File: src/rtl/mux2_rr_arbiter_if.sv
// Request/grant bundle between the two requesters and the mux2 select arbiter.
// The arbiter drives the slave side; the requester/bench side uses master.
interface mux2_rr_arbiter_if;
  logic       ReqA;
  logic       ReqB;
  logic       Sel;
  logic       GntA;
  logic       GntB;
  logic       Busy;
  logic [1:0] State;

  // Handshake: ReqX is level-sensitive and is held high for as long as the
  // requester wants the mux output. GntX high means the mux currently routes
  // requester X (Sel already matches). A requester releases ownership by
  // dropping ReqX; there is no separate ready/ack phase.
  modport master (
    output ReqA,
    output ReqB,
    input  Sel,
    input  GntA,
    input  GntB,
    input  Busy,
    input  State
  );

  modport slave (
    input  ReqA,
    input  ReqB,
    output Sel,
    output GntA,
    output GntB,
    output Busy,
    output State
  );
endinterface

File: src/rtl/mux2_rr_arbiter.sv
// Round-robin owner of a mux2 Sel line: burst-capped grants with an optional
// turnaround gap so Sel settles before the new owner is granted.
module mux2_rr_arbiter #(
  parameter int unsigned MAX_BURST   = 4,
  parameter int unsigned TURN_CYCLES = 1
) (
  input  logic               CLK,
  input  logic               RST,
  mux2_rr_arbiter_if.slave   arb
);

  typedef enum logic [1:0] {
    IDLE  = 2'd0,
    OWN_A = 2'd1,
    OWN_B = 2'd2,
    TURN  = 2'd3
  } state_e;

  localparam logic [3:0] BURST_MAX = 4'(MAX_BURST);
  localparam logic [1:0] TURN_LOAD = (TURN_CYCLES > 0) ? 2'(TURN_CYCLES - 1) : 2'd0;
  localparam bit         NO_TURN   = (TURN_CYCLES == 0);

  state_e     state_q, state_d;
  logic       sel_q, sel_d;
  logic       gnt_a_q, gnt_b_q;
  logic [3:0] burst_q, burst_d;
  logic       ptr_q, ptr_d;       // 0 = A has priority on a tie, 1 = B
  logic       target_q, target_d;
  logic [1:0] turn_q, turn_d;

  logic       arb_valid;
  logic       arb_side;
  logic       own_side;
  logic       own_req;
  logic       oth_req;
  logic       tgt_req;
  logic       take;
  logic       take_side;
  logic       hand;

  // Fresh arbitration from the raw requests, tie broken by the pointer.
  assign arb_valid = arb.ReqA | arb.ReqB;
  assign arb_side  = (arb.ReqA & arb.ReqB) ? ptr_q : arb.ReqB;

  always_comb begin
    state_d   = state_q;
    sel_d     = sel_q;
    burst_d   = burst_q;
    ptr_d     = ptr_q;
    target_d  = target_q;
    turn_d    = turn_q;
    take      = 1'b0;
    take_side = 1'b0;
    hand      = 1'b0;
    own_side  = (state_q == OWN_B);
    own_req   = own_side ? arb.ReqB : arb.ReqA;
    oth_req   = own_side ? arb.ReqA : arb.ReqB;
    tgt_req   = target_q ? arb.ReqB : arb.ReqA;

    case (state_q)
      IDLE: begin
        if (arb_valid) begin
          take      = 1'b1;
          take_side = arb_side;
        end
      end

      OWN_A, OWN_B: begin
        if (!own_req && oth_req) begin
          hand = 1'b1;
        end else if (!own_req) begin
          state_d = IDLE;
          burst_d = 4'd0;
        end else if ((burst_q == BURST_MAX) && oth_req) begin
          hand = 1'b1;
        end else if (burst_q != BURST_MAX) begin
          burst_d = burst_q + 4'd1;
        end
      end

      TURN: begin
        if (turn_q != 2'd0) begin
          turn_d = turn_q - 2'd1;
        end else if (tgt_req) begin
          take      = 1'b1;
          take_side = target_q;
        end else if (arb_valid) begin
          take      = 1'b1;
          take_side = arb_side;
        end else begin
          state_d = IDLE;
        end
      end

      default: begin
        state_d = IDLE;
      end
    endcase

    // Ownership change: either through the turnaround gap or, with no gap,
    // straight into the other side's ownership on the same edge.
    if (hand) begin
      if (NO_TURN) begin
        take      = 1'b1;
        take_side = ~own_side;
      end else begin
        state_d  = TURN;
        target_d = ~own_side;
        sel_d    = ~own_side;
        turn_d   = TURN_LOAD;
        burst_d  = 4'd0;
      end
    end

    // Entering OWN_x: first owned cycle counts as burst 1, pointer flips away.
    if (take) begin
      state_d = take_side ? OWN_B : OWN_A;
      sel_d   = take_side;
      ptr_d   = ~take_side;
      burst_d = 4'd1;
      turn_d  = 2'd0;
    end
  end

  always_ff @(posedge CLK) begin
    if (RST) begin
      state_q  <= IDLE;
      sel_q    <= 1'b0;
      gnt_a_q  <= 1'b0;
      gnt_b_q  <= 1'b0;
      burst_q  <= 4'd0;
      ptr_q    <= 1'b0;
      target_q <= 1'b0;
      turn_q   <= 2'd0;
    end else begin
      state_q  <= state_d;
      sel_q    <= sel_d;
      gnt_a_q  <= (state_d == OWN_A);
      gnt_b_q  <= (state_d == OWN_B);
      burst_q  <= burst_d;
      ptr_q    <= ptr_d;
      target_q <= target_d;
      turn_q   <= turn_d;
    end
  end

  assign arb.Sel   = sel_q;
  assign arb.GntA  = gnt_a_q;
  assign arb.GntB  = gnt_b_q;
  assign arb.Busy  = (state_q != IDLE);
  assign arb.State = state_q;

endmodule

File: src/flat_wrapper.sv
// flat-port wrapper written by rule: the top's interface ports become plain ports
module mux2_rr_arbiter_flat 
#(
  parameter int unsigned MAX_BURST   = 4,
  parameter int unsigned TURN_CYCLES = 1
)
  (CLK, RST, arb_ReqA, arb_ReqB, arb_Sel, arb_GntA, arb_GntB, arb_Busy, arb_State);
  mux2_rr_arbiter_if arb_i ();
  input  logic CLK;
  input  logic RST;
  input wire logic [$bits(arb_i.ReqA)-1:0] arb_ReqA;
  input wire logic [$bits(arb_i.ReqB)-1:0] arb_ReqB;
  output wire logic [$bits(arb_i.Sel)-1:0] arb_Sel;
  output wire logic [$bits(arb_i.GntA)-1:0] arb_GntA;
  output wire logic [$bits(arb_i.GntB)-1:0] arb_GntB;
  output wire logic [$bits(arb_i.Busy)-1:0] arb_Busy;
  output wire logic [$bits(arb_i.State)-1:0] arb_State;
  assign arb_i.ReqA = arb_ReqA;
  assign arb_i.ReqB = arb_ReqB;
  assign arb_Sel = arb_i.Sel;
  assign arb_GntA = arb_i.GntA;
  assign arb_GntB = arb_i.GntB;
  assign arb_Busy = arb_i.Busy;
  assign arb_State = arb_i.State;
  mux2_rr_arbiter #(.MAX_BURST(MAX_BURST), .TURN_CYCLES(TURN_CYCLES)) u_core (.CLK(CLK), .RST(RST), .arb(arb_i));
endmodule
File: config.mk
export PLATFORM = sky130hd
export DESIGN_NAME = mux2_rr_arbiter_flat
export DESIGN_NICKNAME = d
export VERILOG_FILES = /design/src/rtl/mux2_rr_arbiter_if.sv /design/src/rtl/mux2_rr_arbiter.sv /design/src/flat_wrapper.sv
export SDC_FILE = /design/constraint.sdc
export NUM_CORES = 1
export LEC_CHECK = 0
export BUFFER_PORTS_ARGS = -buffer_cell sky130_fd_sc_hd__buf_2
export CORE_UTILIZATION = 27
export DETAILED_ROUTE_END_ITERATION = 8
export HOLD_SLACK_MARGIN = 0.05
export PLACE_DENSITY = 0.52
export SETUP_SLACK_MARGIN = 0.2
export SLEW_MARGIN = 20
export SYNTH_ARGS = -nofsm -noshare
export SYNTH_HDL_FRONTEND = slang
export SYNTH_SLANG_ARGS = --single-unit
File: constraint.sdc
create_clock -name CLK -period 3.8 [get_ports CLK]
set_input_delay 0.19 -clock CLK [delete_from_list [all_inputs] [get_ports CLK]]
set_output_delay 0.19 -clock CLK [all_outputs]
set_load 0.005 [all_outputs]
==> summary.txt, run 1 <==
Outcome
  – Status: finished, violations left
  – Failing checks: DRC

Clock network
  – Post-CTS sizing: 0
  – # H-tree levels: 1
  – Sink Count: 13
  – Clock Latency Late Sink: 0.28 ns
  – CTS tree: built
  – CTS Buf Count: 3
  – Root Driver: clkbuf_4
  – Worst-case clock buffer depth: 2
  – Setup bufs post-CTS: 0
  – Reg clk slew, reported paths: 0.09 ns
  – CTS Hold Bufs: 0

Floorplanning
  – Die height: 56.93 um
  – Die area: 0.003240 mm^2
  – Core Area: 0.002805 mm^2
  – Top-Level Pins: 10
  – Die width: 56.93 um
  – Initial core utilization: 0.2904
  – Row count: 19

Global route
  – First-pass GRT wire length: 3312 um
  – Total GRT Usage: 0.1306
  – Congestion Overflow GR: 0
  – Initial antenna violation count: 0
  – Largest net degree at the start of global routing: 14
  – Vias in the first global route: 739

Timing
  – Clk_skew: 0.004778 ns
  – Setup Viol. Count Final: 0
  – RSZ-0062 raised after global routing: no
  – Fmax: 0.4859 GHz
  – Period utilization: 0.5416
  – Headroom to the max-slew limit: 0.6259
  – Slew @ Worst Pin: 0.5568 ns
  – Max-slew violation count: 0
  – Hold_ws: 0.2411 ns
  – Fin. Hold Viols: 0
  – Setup_tns: 0 ns
  – Minimum clock period: 2.058 ns

Logic synthesis
  – Post-synth top area share: 0.3195
  – Synth top cells by count: dfxtp_1, inv_1, nor2_1
  – Synth Flop Type: dfxtp_1
  – Synth top area cells: dfxtp_1, ha_1, o21ai_0, inv_1, nor2_1
  – Distinct cells, synth: 34
  – Sequential area share after synthesis: 0.3195
  – Synth Warn #: 0
  – Syn avg cell area: 8.312 um^2
  – Post-synth EDFFs: 0
  – Number of synthesized register bits: 13
  – Count leader, synth: dfxtp_1
  – Synthesized area: 814.5 um^2
  – Post-synth top area cell: dfxtp_1
  – Async set-reset flop share out of synthesis: 0
  – Syn nets: 108
  – Cells after Synth: 98

Drt
  – DRT Pass-1 Iters: 6
  – Vias/cell: 5.457
  – Final WL: 1907 um
  – Vias: 764
  – Antenna-violating nets left: 0
  – Initial detailed-routing violation count: 24
  – Drt wl/cell: 13.62 um
  – # DRC: 2

Worst setup path
  – Worst Path Arrival: 2.23 ns
  – Maximum fanout along the worst path: 13
  – Startpoint types: flop
  – Worst path required time: 3.97 ns
  – Crit path capture type: flop
  – Setup Crit Path Kind: flop to flop

Finish
  – Final #Nets: 120
  – Design Area, Final: 905.9 um^2
  – Ant diodes: 0
  – Fillers: 296
  – Seq. cell area: 260.3 um^2
  – Layout cells sized above 1: 0.2018
  – Syn-to-layout area delta: 11.21%
  – Multi-input gate area: 501.7 um^2

Place
  – Port Buffer Count: 9
  – Placed cell areas: 879.6 um^2
  – RD Place Congestion: 0.8669
  – Final HPWL DP: 1399 um

Pwr
  – Leak pwr: 0.0003486 uW
  – Worst VDD drop: 0.2393 mV
  – Pwr Density: 635.7 mW/mm^2
  – Final total power: 575.9 uW

Min path
  – Worst hold path class: primary input to flop

Flow run
  – MaxCap Viol Count: 0
-- layout make-up --
class,instances,share of cell area
Multi-Input combinational cell,74,0.5539
Sequential cell,13,0.2873
Timing Repair Buffer,9,0.04972
Tap cell,31,0.04282
Inverter,9,0.03729
Clock buffer,4,0.02901
-- cells in the final DEF, fill, tap and decap left out, types with 4 or more instances in the layout --
master | Yosys | final
a211oi_1 | 4 | 4
a21oi_1 | 6 | 6
buf_2 | 1 | 9
dfxtp_1 | 13 | 13
ha_1 | 6 | 6
inv_1 | 9 | 9
nand2_1 | 5 | 5
nor2_1 | 9 | 9
nor3_1 | 5 | 5
o21ai_0 | 7 | 7
-- final timing paths --
| path | to | slack (ns) | depth (start not counted) | start |
|---|---|---|---|---|
| setup / recovery | u_core.arb.State[1] | 1.74 | 5 | u_core.arb.State[1] |
| hold / removal | u_core.arb.GntB | 0.24 | 2 | RST |
| setup reg to reg | u_core.arb.State[1] | 1.74 | 5 | u_core.arb.State[1] |
| hold reg to reg | u_core.ptr_q | 0.50 | 2 | u_core.ptr_q |
-- worst max-delay path: stages, from the launching register on --
cell and delay, ns:
dfxtp_1 0.45, inv_1 0.10, ha_1 0.43, nor3_1 0.54
o21ai_0 0.24, nor3b_1 0.20
-- cell families after synthesis --
group,after synthesis,synth area share
simple gates,39,0.2673
compound gates,26,0.2151
flops,13,0.3195
buf+inv,11,0.06450
fa+ha+maj,6,0.09216
mux,2,0.03072
xor+xnor,1,0.01075
-- metrics by stage --
step           std cells  setup slack [ns]    util
6_report             140             1.742  0.3229
3_5_place_dp         136             1.826  0.3136
5_1_grt              140             1.656  0.3229
2_1_floorplan         98             2.063       -
3_3_place_gp         136             1.858  0.3136
4_1_cts              140             1.791  0.3229
-- metal layers --
metal,up-vias,track usage,share of wire
met1,346,0.1878,0.50
met4,0,0.06272,0.021
li1,380,-,-
met3,5,0.02304,0.062
met5,-,0,0
met2,33,0.1866,0.41
-- registers in the layout, indices dropped and copies added, names as in the netlist --
register and flops:
u_core.burst_q 4, u_core.target_q 1, u_core.arb.GntA 1, u_core.turn_q 2
u_core.arb.Sel 1, u_core.ptr_q 1, u_core.arb.GntB 1, u_core.arb.State 2
-- power by group --
group	internal, uW	switching [uW]	total (uW)
sequential	168	26.3	194
clock	40.8	49.4	90.2
combinational	118	173	292
total	327	249	576
Power figures use the tool's default switching activity.
==> run 2: changes to the inputs <==
ABC_AREA = 1   (was default)
PLACE_DENSITY = 0.54   (was 0.52)
clock period = 1.8 ns   (was 3.8 ns; I/O delays follow)
==> run 2 against run 1 <==
The run now ends clean. Register-to-register slack lost 1.4 ns. Routed wire length is 17% lower. Die area down 3.3%. Sequential share of layout area down 0.97 points. First-iteration DRC count is 63% lower. Hold slack lost 0.16 ns. Flip-flop and latch count is the same.
==> summary.txt, run 2 <==
Global route
  – Congestion Overflow GR: 0 (unchanged)
  – Largest net degree at the start of global routing: 9 (was 14)
  – Vias in the first global route: 686 (was 739)
  – Total GRT Usage: 0.1106 (was 0.1306)
  – Initial antenna violation count: 0 (unchanged)
  – First-pass GRT wire length: 2732 um (was 3312 um)

Worst setup path
  – Reg-to-reg endpoint: u_core.burst_q[2] (was u_core.arb.State[1])
  – Maximum fanout along the worst path: 4 (was 13)
  – Worst path required time: 2.01 ns (was 3.97 ns)
  – Crit path capture type: flop (unchanged)
  – Setup Crit Path Kind: flop to flop (unchanged)
  – Worst Path Arrival: 1.69 ns (was 2.23 ns)
  – R2R Setup Slk: 0.32 ns (was 1.74 ns)
  – Startpoint types: flop (unchanged)
  – Reg2reg start: u_core.arb.State[1] (unchanged)
  – R2R cell count: 11 (was 5)

Finish
  – Most common cell after layout, fill and taps aside: nand2_1 (was dfxtp_1)
  – Commonest non-fill, non-tap cells in the layout: nand2_1, inv_1, dfxtp_1 (was dfxtp_1, inv_1, nor2_1, buf_2, o21ai_0)
  – Ant diodes: 0 (unchanged)
  – Syn-to-layout area delta: 19.71% (was 11.21%)
  – Layout cells sized above 1: 0.2960 (was 0.2018)
  – Max reg flops: 4 (unchanged)
  – Final core occ: 0.3417 (was 0.3229)
  – Design Area, Final: 942.2 um^2 (was 905.9 um^2)
  – Register bank with the most flops: u_core.burst_q (unchanged)
  – Final #Nets: 136 (was 120)

Timing
  – Setup_tns: 0 ns (unchanged)
  – Setup ws final: 0.3174 ns (was 1.742 ns)
  – Clk_skew: 0.0004802 ns (was 0.004778 ns)
  – Setup Viol. Count Final: 0 (unchanged)
  – Minimum clock period: 1.483 ns (was 2.058 ns)
  – Headroom to the max-slew limit: 0.8599 (was 0.6259)
  – Fmax: 0.6745 GHz (was 0.4859 GHz)
  – Period utilization: 0.8237 (was 0.5416)
  – Fin. Hold Viols: 0 (unchanged)
  – Slew @ Worst Pin: 0.2099 ns (was 0.5568 ns)
  – Max-slew violation count: 0 (unchanged)
  – RSZ-0062 raised after global routing: no (unchanged)

Floorplanning
  – Core Area: 0.002758 mm^2 (was 0.002805 mm^2)
  – Die area: 0.003135 mm^2 (was 0.003240 mm^2)
  – Row count: 19 (unchanged)
  – Top-Level Pins: 10 (unchanged)
  – Die height: 55.99 um (was 56.93 um)
  – Die width: 55.99 um (was 56.93 um)
  – Initial core utilization: 0.2854 (was 0.2904)

Logic synthesis
  – Count leader, synth: nand2_1 (was dfxtp_1)
  – XOR/XNOR Fraction of Synth Area: 0.02226 (was 0.01075)
  – Mux cell area share after synthesis: 0 (was 0.03072)
  – Synth Area in Simple Gates: 0.3688 (was 0.2673)
  – Sequential area share after synthesis: 0.3307 (was 0.3195)
  – Synth top cells by count: nand2_1, dfxtp_1, inv_1 (was dfxtp_1, inv_1, nor2_1)
  – Synth Area in Adders: 0.09539 (was 0.09217)
  – Distinct cells, synth: 21 (was 34)
  – Syn nets: 121 (was 108)
  – Cells after Synth: 111 (was 98)
  – Post-synth top area cell: dfxtp_1 (unchanged)
  – Post-synth EDFFs: 0 (unchanged)
  – Synth top area cells: dfxtp_1, nand2_1, ha_1, inv_1, a21oi_1 (was dfxtp_1, ha_1, o21ai_0, inv_1, nor2_1)
  – Post-synth top area share: 0.3307 (was 0.3195)
  – Synth Flop Type: dfxtp_1 (unchanged)
  – Synth Area in Compound Gates: 0.1017 (was 0.2151)
  – Async set-reset flop share out of synthesis: 0 (unchanged)
  – Synth Warn #: 0 (unchanged)
  – Number of synthesized register bits: 13 (unchanged)
  – Largest family of logic cells by synthesized area: simple AND/OR/NAND/NOR gates (unchanged)
  – Syn avg cell area: 7.090 um^2 (was 8.312 um^2)
  – Synthesized area: 787.0 um^2 (was 814.5 um^2)

Drt
  – Vias: 710 (was 764)
  – Vias/cell: 4.551 (was 5.457)
  – DRT Pass-1 Iters: 4 (was 6)
  – Antenna-violating nets left: 0 (unchanged)
  – Final WL: 1588 um (was 1907 um)
  – # DRC: 0 (was 2)
  – Initial detailed-routing violation count: 9 (was 24)
  – Drt wl/cell: 10.18 um (was 13.62 um)

Clock network
  – Clock Latency Late Sink: 0.27 ns (was 0.28 ns)
  – CTS Hold Bufs: 0 (unchanged)
  – Sink Count: 13 (unchanged)
  – Reg clk slew, reported paths: 0.07 ns (was 0.09 ns)
  – # H-tree levels: 1 (unchanged)
  – Root Driver: clkbuf_4 (unchanged)
  – CTS Buf Count: 3 (unchanged)
  – CTS tree: built (unchanged)
  – Worst-case clock buffer depth: 2 (unchanged)

Place
  – RD Place Congestion: 0.7806 (was 0.8669)
  – Placed cell areas: 874.6 um^2 (was 879.6 um^2)
  – Port Buffer Count: 9 (unchanged)
  – Final HPWL DP: 1228 um (was 1399 um)
  – Pre-CTS setup slack: 0.1773 ns (was 1.826 ns)

Pwr
  – Final total power: 1261 uW (was 575.9 uW)
  – Leak pwr: 0.0004202 uW (was 0.0003486 uW)
  – Pwr Density: 1339 mW/mm^2 (was 635.7 mW/mm^2)
  – Worst VDD drop: 0.6666 mV (was 0.2393 mV)

Min path
  – Hold Path Depth: 2 (unchanged)
  – Hold Crit Endpoint: u_core.arb.GntA (was u_core.arb.GntB)
  – Worst hold path class: primary input to flop (unchanged)
  – Min-delay src: RST (unchanged)

Outcome
  – Status: completed (was finished, violations left)

Flow run
  – MaxCap Viol Count: 0 (unchanged)
==> run 2: changes by cell type in the layout (fill, tap and decap cells not counted), moves of 3 or more <==
cell,change
inv_2,+4
nand2_1,+25
nor2_2,+3
inv_1,+3
a211oi_1,-4
nand2_2,+5
or3_1,-3
o21ai_0,-6
nor3_1,-5
==> run 2: cell families after synthesis <==
family / Yosys count
buffers and inverters: 17
XOR/XNOR: 2
adder cells (fa/ha/maj): 6
flip-flops: 13
AND/OR/NAND/NOR: 60
AO/OA/AOI/OAI: 13
==> run 2: critical path, stage by stage (launching register included) <==
cell,delay (ns)
dfxtp_1,0.32
buf_4,0.14
ha_2,0.18
inv_2,0.09
nand2_1,0.07
nand2_2,0.10
inv_1,0.07
nor2_2,0.11
nor2_2,0.06
nand2_2,0.07
nand2_1,0.07
a21oi_2,0.13
==> run 2: area by class of cell <==
class,count,area (um^2)
multi-input combinational,81,495.5
fill,299,1815
inverter,16,60.06
tap,31,38.79
clock buffer,4,26.28
timing repair buffer,11,60.06
sequential,13,261.5
==> run 2: where the power goes <==
group / internal [uW] / total (uW) / switching (uW)
clock network: 85.8 / 176 / 90.0
logic: 268 / 692 / 424
registers: 351 / 394 / 42.7
==> run 2: stage by stage <==
step | hold WS (ns) | instances
3_3_place_gp | 0.3612 | 151
5_1_grt | 0.08005 | 156
4_1_cts | 0.06833 | 155
3_5_place_dp | 0.3628 | 151
6_report | 0.07804 | 156
2_1_floorplan | 0.3731 | 111
==> run 2: routing by layer <==
layer / wire length (um) / vias to the layer above / GRT usage
met5: 0 / - / 0
met4: 15 / 0 / 0.08014
met3: 61 / 2 / 0.02326
met2: 740 / 9 / 0.1684
met1: 770 / 319 / 0.1373
li1: - / 380 / -
==> run 2: what timing repair did <==
| item | 4_1_cts | 5_1_grt |
|---|---|---|
| resized for setup | 1 | 8 |
| endpoints found under the setup margin | 2 | 12 |
| buffers inserted | 0 | 1 |
==> run 2: worst max path at each step <==
stage	startpoint	endpoint	slack, ns	cells past startpoint
after floorplan	u_core.arb.State[0]	u_core.arb.GntA	0.24	11
after global placement	u_core.arb.State[0]	u_core.arb.GntA	0.19	11
after detailed placement	u_core.arb.State[0]	u_core.arb.GntA	0.18	10
after CTS	u_core.arb.State[0]	u_core.burst_q[2]	0.23	11
after global routing	u_core.arb.State[1]	u_core.arb.GntA	0.21	11
final	u_core.arb.State[1]	u_core.burst_q[2]	0.32	11
==> run 3: changes to the inputs <==
clock period = 1.2 ns   (was 1.8 ns; I/O delays follow)
==> run 3 against run 2 <==
The flow now finishes with violations (setup timing). Register-to-register slack worse by 0.53 ns. Clock skew hardly changed. Total power increased by 97%. Final area increased by 33%. Combinational power up 130%. Routed wire length is 18% higher. Via count is 10% higher. Critical path depth decreased by 1. Hold slack worse by 0.066 ns. Non-clock buffer count is 17 higher. Utilization grew 11 points. Critical path type unchanged. Critical endpoint is now u_core.arb.GntA.
==> summary.txt, run 3 (synthesized netlist as in run 2, its figures left out) <==
Place
  – Port Buffer Count: 9 (unchanged)
  – Pre-CTS setup slack: -0.2743 ns (was 0.1773 ns)
  – Final HPWL DP: 1337 um (was 1228 um)
  – Placed cell areas: 0.001002 mm^2 (was 874.6 um^2)
  – RD Place Congestion: 0.8312 (was 0.7806)

Drt
  – Vias: 782 (was 710)
  – Initial detailed-routing violation count: 11 (was 9)
  – Drt wl/cell: 10.83 um (was 10.18 um)
  – DRT Pass-1 Iters: 4 (unchanged)
  – Final WL: 1874 um (was 1588 um)
  – Vias/cell: 4.520 (was 4.551)
  – Antenna-violating nets left: 0 (unchanged)
  – # DRC: 0 (unchanged)

Timing
  – Max-slew violation count: 0 (unchanged)
  – Setup ws final: -0.2158 ns (was 0.3174 ns)
  – Fin. Hold Viols: 0 (unchanged)
  – Slew @ Worst Pin: 0.2565 ns (was 0.2099 ns)
  – Period utilization: 1.180 (was 0.8237)
  – Setup_tns: -1.669 ns (was 0 ns)
  – Clk_skew: 0.0004516 ns (was 0.0004802 ns)
  – Setup Viol. Count Final: 13 (was 0)
  – Headroom to the max-slew limit: 0.8284 (was 0.8599)
  – Fmax: 0.7063 GHz (was 0.6745 GHz)
  – RSZ-0062 raised after global routing: yes (was no)
  – Minimum clock period: 1.416 ns (was 1.483 ns)

Floorplanning
  – Die area: 0.003135 mm^2 (unchanged)
  – Core Area: 0.002758 mm^2 (unchanged)
  – Die width: 55.99 um (unchanged)
  – Initial core utilization: 0.2854 (unchanged)
  – Top-Level Pins: 10 (unchanged)
  – Row count: 19 (unchanged)
  – Die height: 55.99 um (unchanged)

Finish
  – Most common cell after layout, fill and taps aside: nand2_1 (unchanged)
  – Commonest non-fill, non-tap cells in the layout: nand2_1, buf_4, nand2_2 (was nand2_1, inv_1, dfxtp_1)
  – Final #Nets: 153 (was 136)
  – Syn-to-layout area delta: 59.30% (was 19.71%)
  – Register bank with the most flops: u_core.burst_q (unchanged)
  – Design Area, Final: 0.001254 mm^2 (was 942.2 um^2)
  – Ant diodes: 0 (unchanged)
  – Max reg flops: 4 (unchanged)
  – Layout cells sized above 1: 0.5563 (was 0.2960)

Outcome
  – Status: finished, violations left (was completed)
  – Failing checks: setup timing

Flow run
  – MaxCap Viol Count: 0 (unchanged)

Worst setup path
  – Startpoint types: flop (unchanged)
  – R2R Setup Slk: -0.22 ns (was 0.32 ns)
  – Worst path required time: 1.43 ns (was 2.01 ns)
  – Reg2reg start: u_core.arb.State[1] (unchanged)
  – CP startpoint: u_core.arb.State[1] (unchanged)
  – Maximum fanout along the worst path: 4 (unchanged)
  – Crit path capture type: flop (unchanged)
  – Setup Crit Path Kind: flop to flop (unchanged)
  – Worst Path Arrival: 1.64 ns (was 1.69 ns)

Pwr
  – Sequential share of power: 0.242 (was 0.312)
  – Switching power: 1086 uW (was 556.8 uW)
  – Internal power: 1398 uW (was 704.4 uW)
  – Leak pwr: 0.0005325 uW (was 0.0004202 uW)
  – Sw Share: 0.4372 (was 0.4415)
  – Logic pwr share: 0.648 (was 0.549)
  – Pwr Density: 1982 mW/mm^2 (was 1339 mW/mm^2)
  – Worst VDD drop: 1.374 mV (was 0.6666 mV)
  – Clock network power share: 0.110 (was 0.139)

Global route
  – Largest net degree at the start of global routing: 9 (unchanged)
  – Initial antenna violation count: 0 (unchanged)
  – First-pass GRT wire length: 3091 um (was 2732 um)
  – Vias in the first global route: 717 (was 686)
  – Congestion Overflow GR: 0 (unchanged)
  – Total GRT Usage: 0.1261 (was 0.1106)

Clock network
  – Root Driver: clkbuf_4 (unchanged)
  – Reg clk slew, reported paths: 0.08 ns (was 0.07 ns)
  – Worst-case clock buffer depth: 2 (unchanged)
  – CTS Hold Bufs: 1 (was 0)
  – # H-tree levels: 1 (unchanged)
  – Sink Count: 13 (unchanged)
  – Clock Latency Late Sink: 0.28 ns (was 0.27 ns)
  – CTS Buf Count: 3 (unchanged)
  – CTS tree: built (unchanged)

Min path
  – Worst hold path class: primary input to flop (unchanged)
  – Min-delay src: RST (unchanged)
[run 3: critical path, cell delays in order, from the launching register on]
cell,delay (ns)
dfxtp_4,0.40
inv_4,0.04
ha_4,0.23
or2_1,0.20
nand2_1,0.05
nand2_1,0.06
nand2_1,0.09
nand3_2,0.08
nand2_2,0.08
nand2_1,0.07
nor2_2,0.06
[run 3: final cells by class]
| class | count | area [um^2] |
|---|---|---|
| Inverter | 16 | 75.07 |
| Timing Repair Buffer | 28 | 217.7 |
| Clock inverter | 1 | 5.005 |
| Sequential cell | 13 | 269.0 |
| Multi-Input combinational cell | 81 | 625.6 |
| Clock buffer | 3 | 22.52 |
| Fill cell | 263 | 1504 |
| Tap cell | 31 | 38.79 |
[run 3: timing repair]
item                                   CTS  global route
buffers inserted                         2             2
pin swaps                                6            10
gates resized for setup                 14            34
setup endpoints to repair               14            16
endpoints found under the hold margin    3             4
[run 3: metal layers]
metal / GRT usage / vias to the layer above / part of all wire
li1: - / 413 / -
met1: 0.1486 / 356 / 0.45
met2: 0.2177 / 9 / 0.51
met3: 0.03023 / 4 / 0.023
met4: 0.05226 / 0 / 0.017
met5: 0 / - / 0
[run 3: worst paths after layout]
check	end	depth (start not counted)
worst max-delay path	u_core.arb.GntA	10
worst min-delay path	u_core.arb.State[1]	2
worst max register to register	u_core.arb.GntA	10
worst min register to register	u_core.ptr_q	2
[run 3: power by group through the flow]
stage / registers [uW] / logic [uW] / clock network [uW]
after floorplan: 602 / 775 / 0
after global placement: 587 / 1180 / 0
after detailed placement: 588 / 1190 / 0
after CTS: 586 / 1350 / 280
after global routing: 619 / 1770 / 306
final: 602 / 1610 / 273
[run 3: stage by stage]
step | util | power [uW] | hold slack (ns) | std cells
floorplan | - | 1377 | 0.3084 | 111
global placement | 0.3634 | 1766 | 0.3339 | 164
detailed placement | 0.3634 | 1777 | 0.3367 | 164
CTS | 0.4020 | 2215 | 0.01478 | 171
global route | 0.4546 | 2699 | -0.001147 | 173
finish | 0.4546 | 2485 | 0.01239 | 173
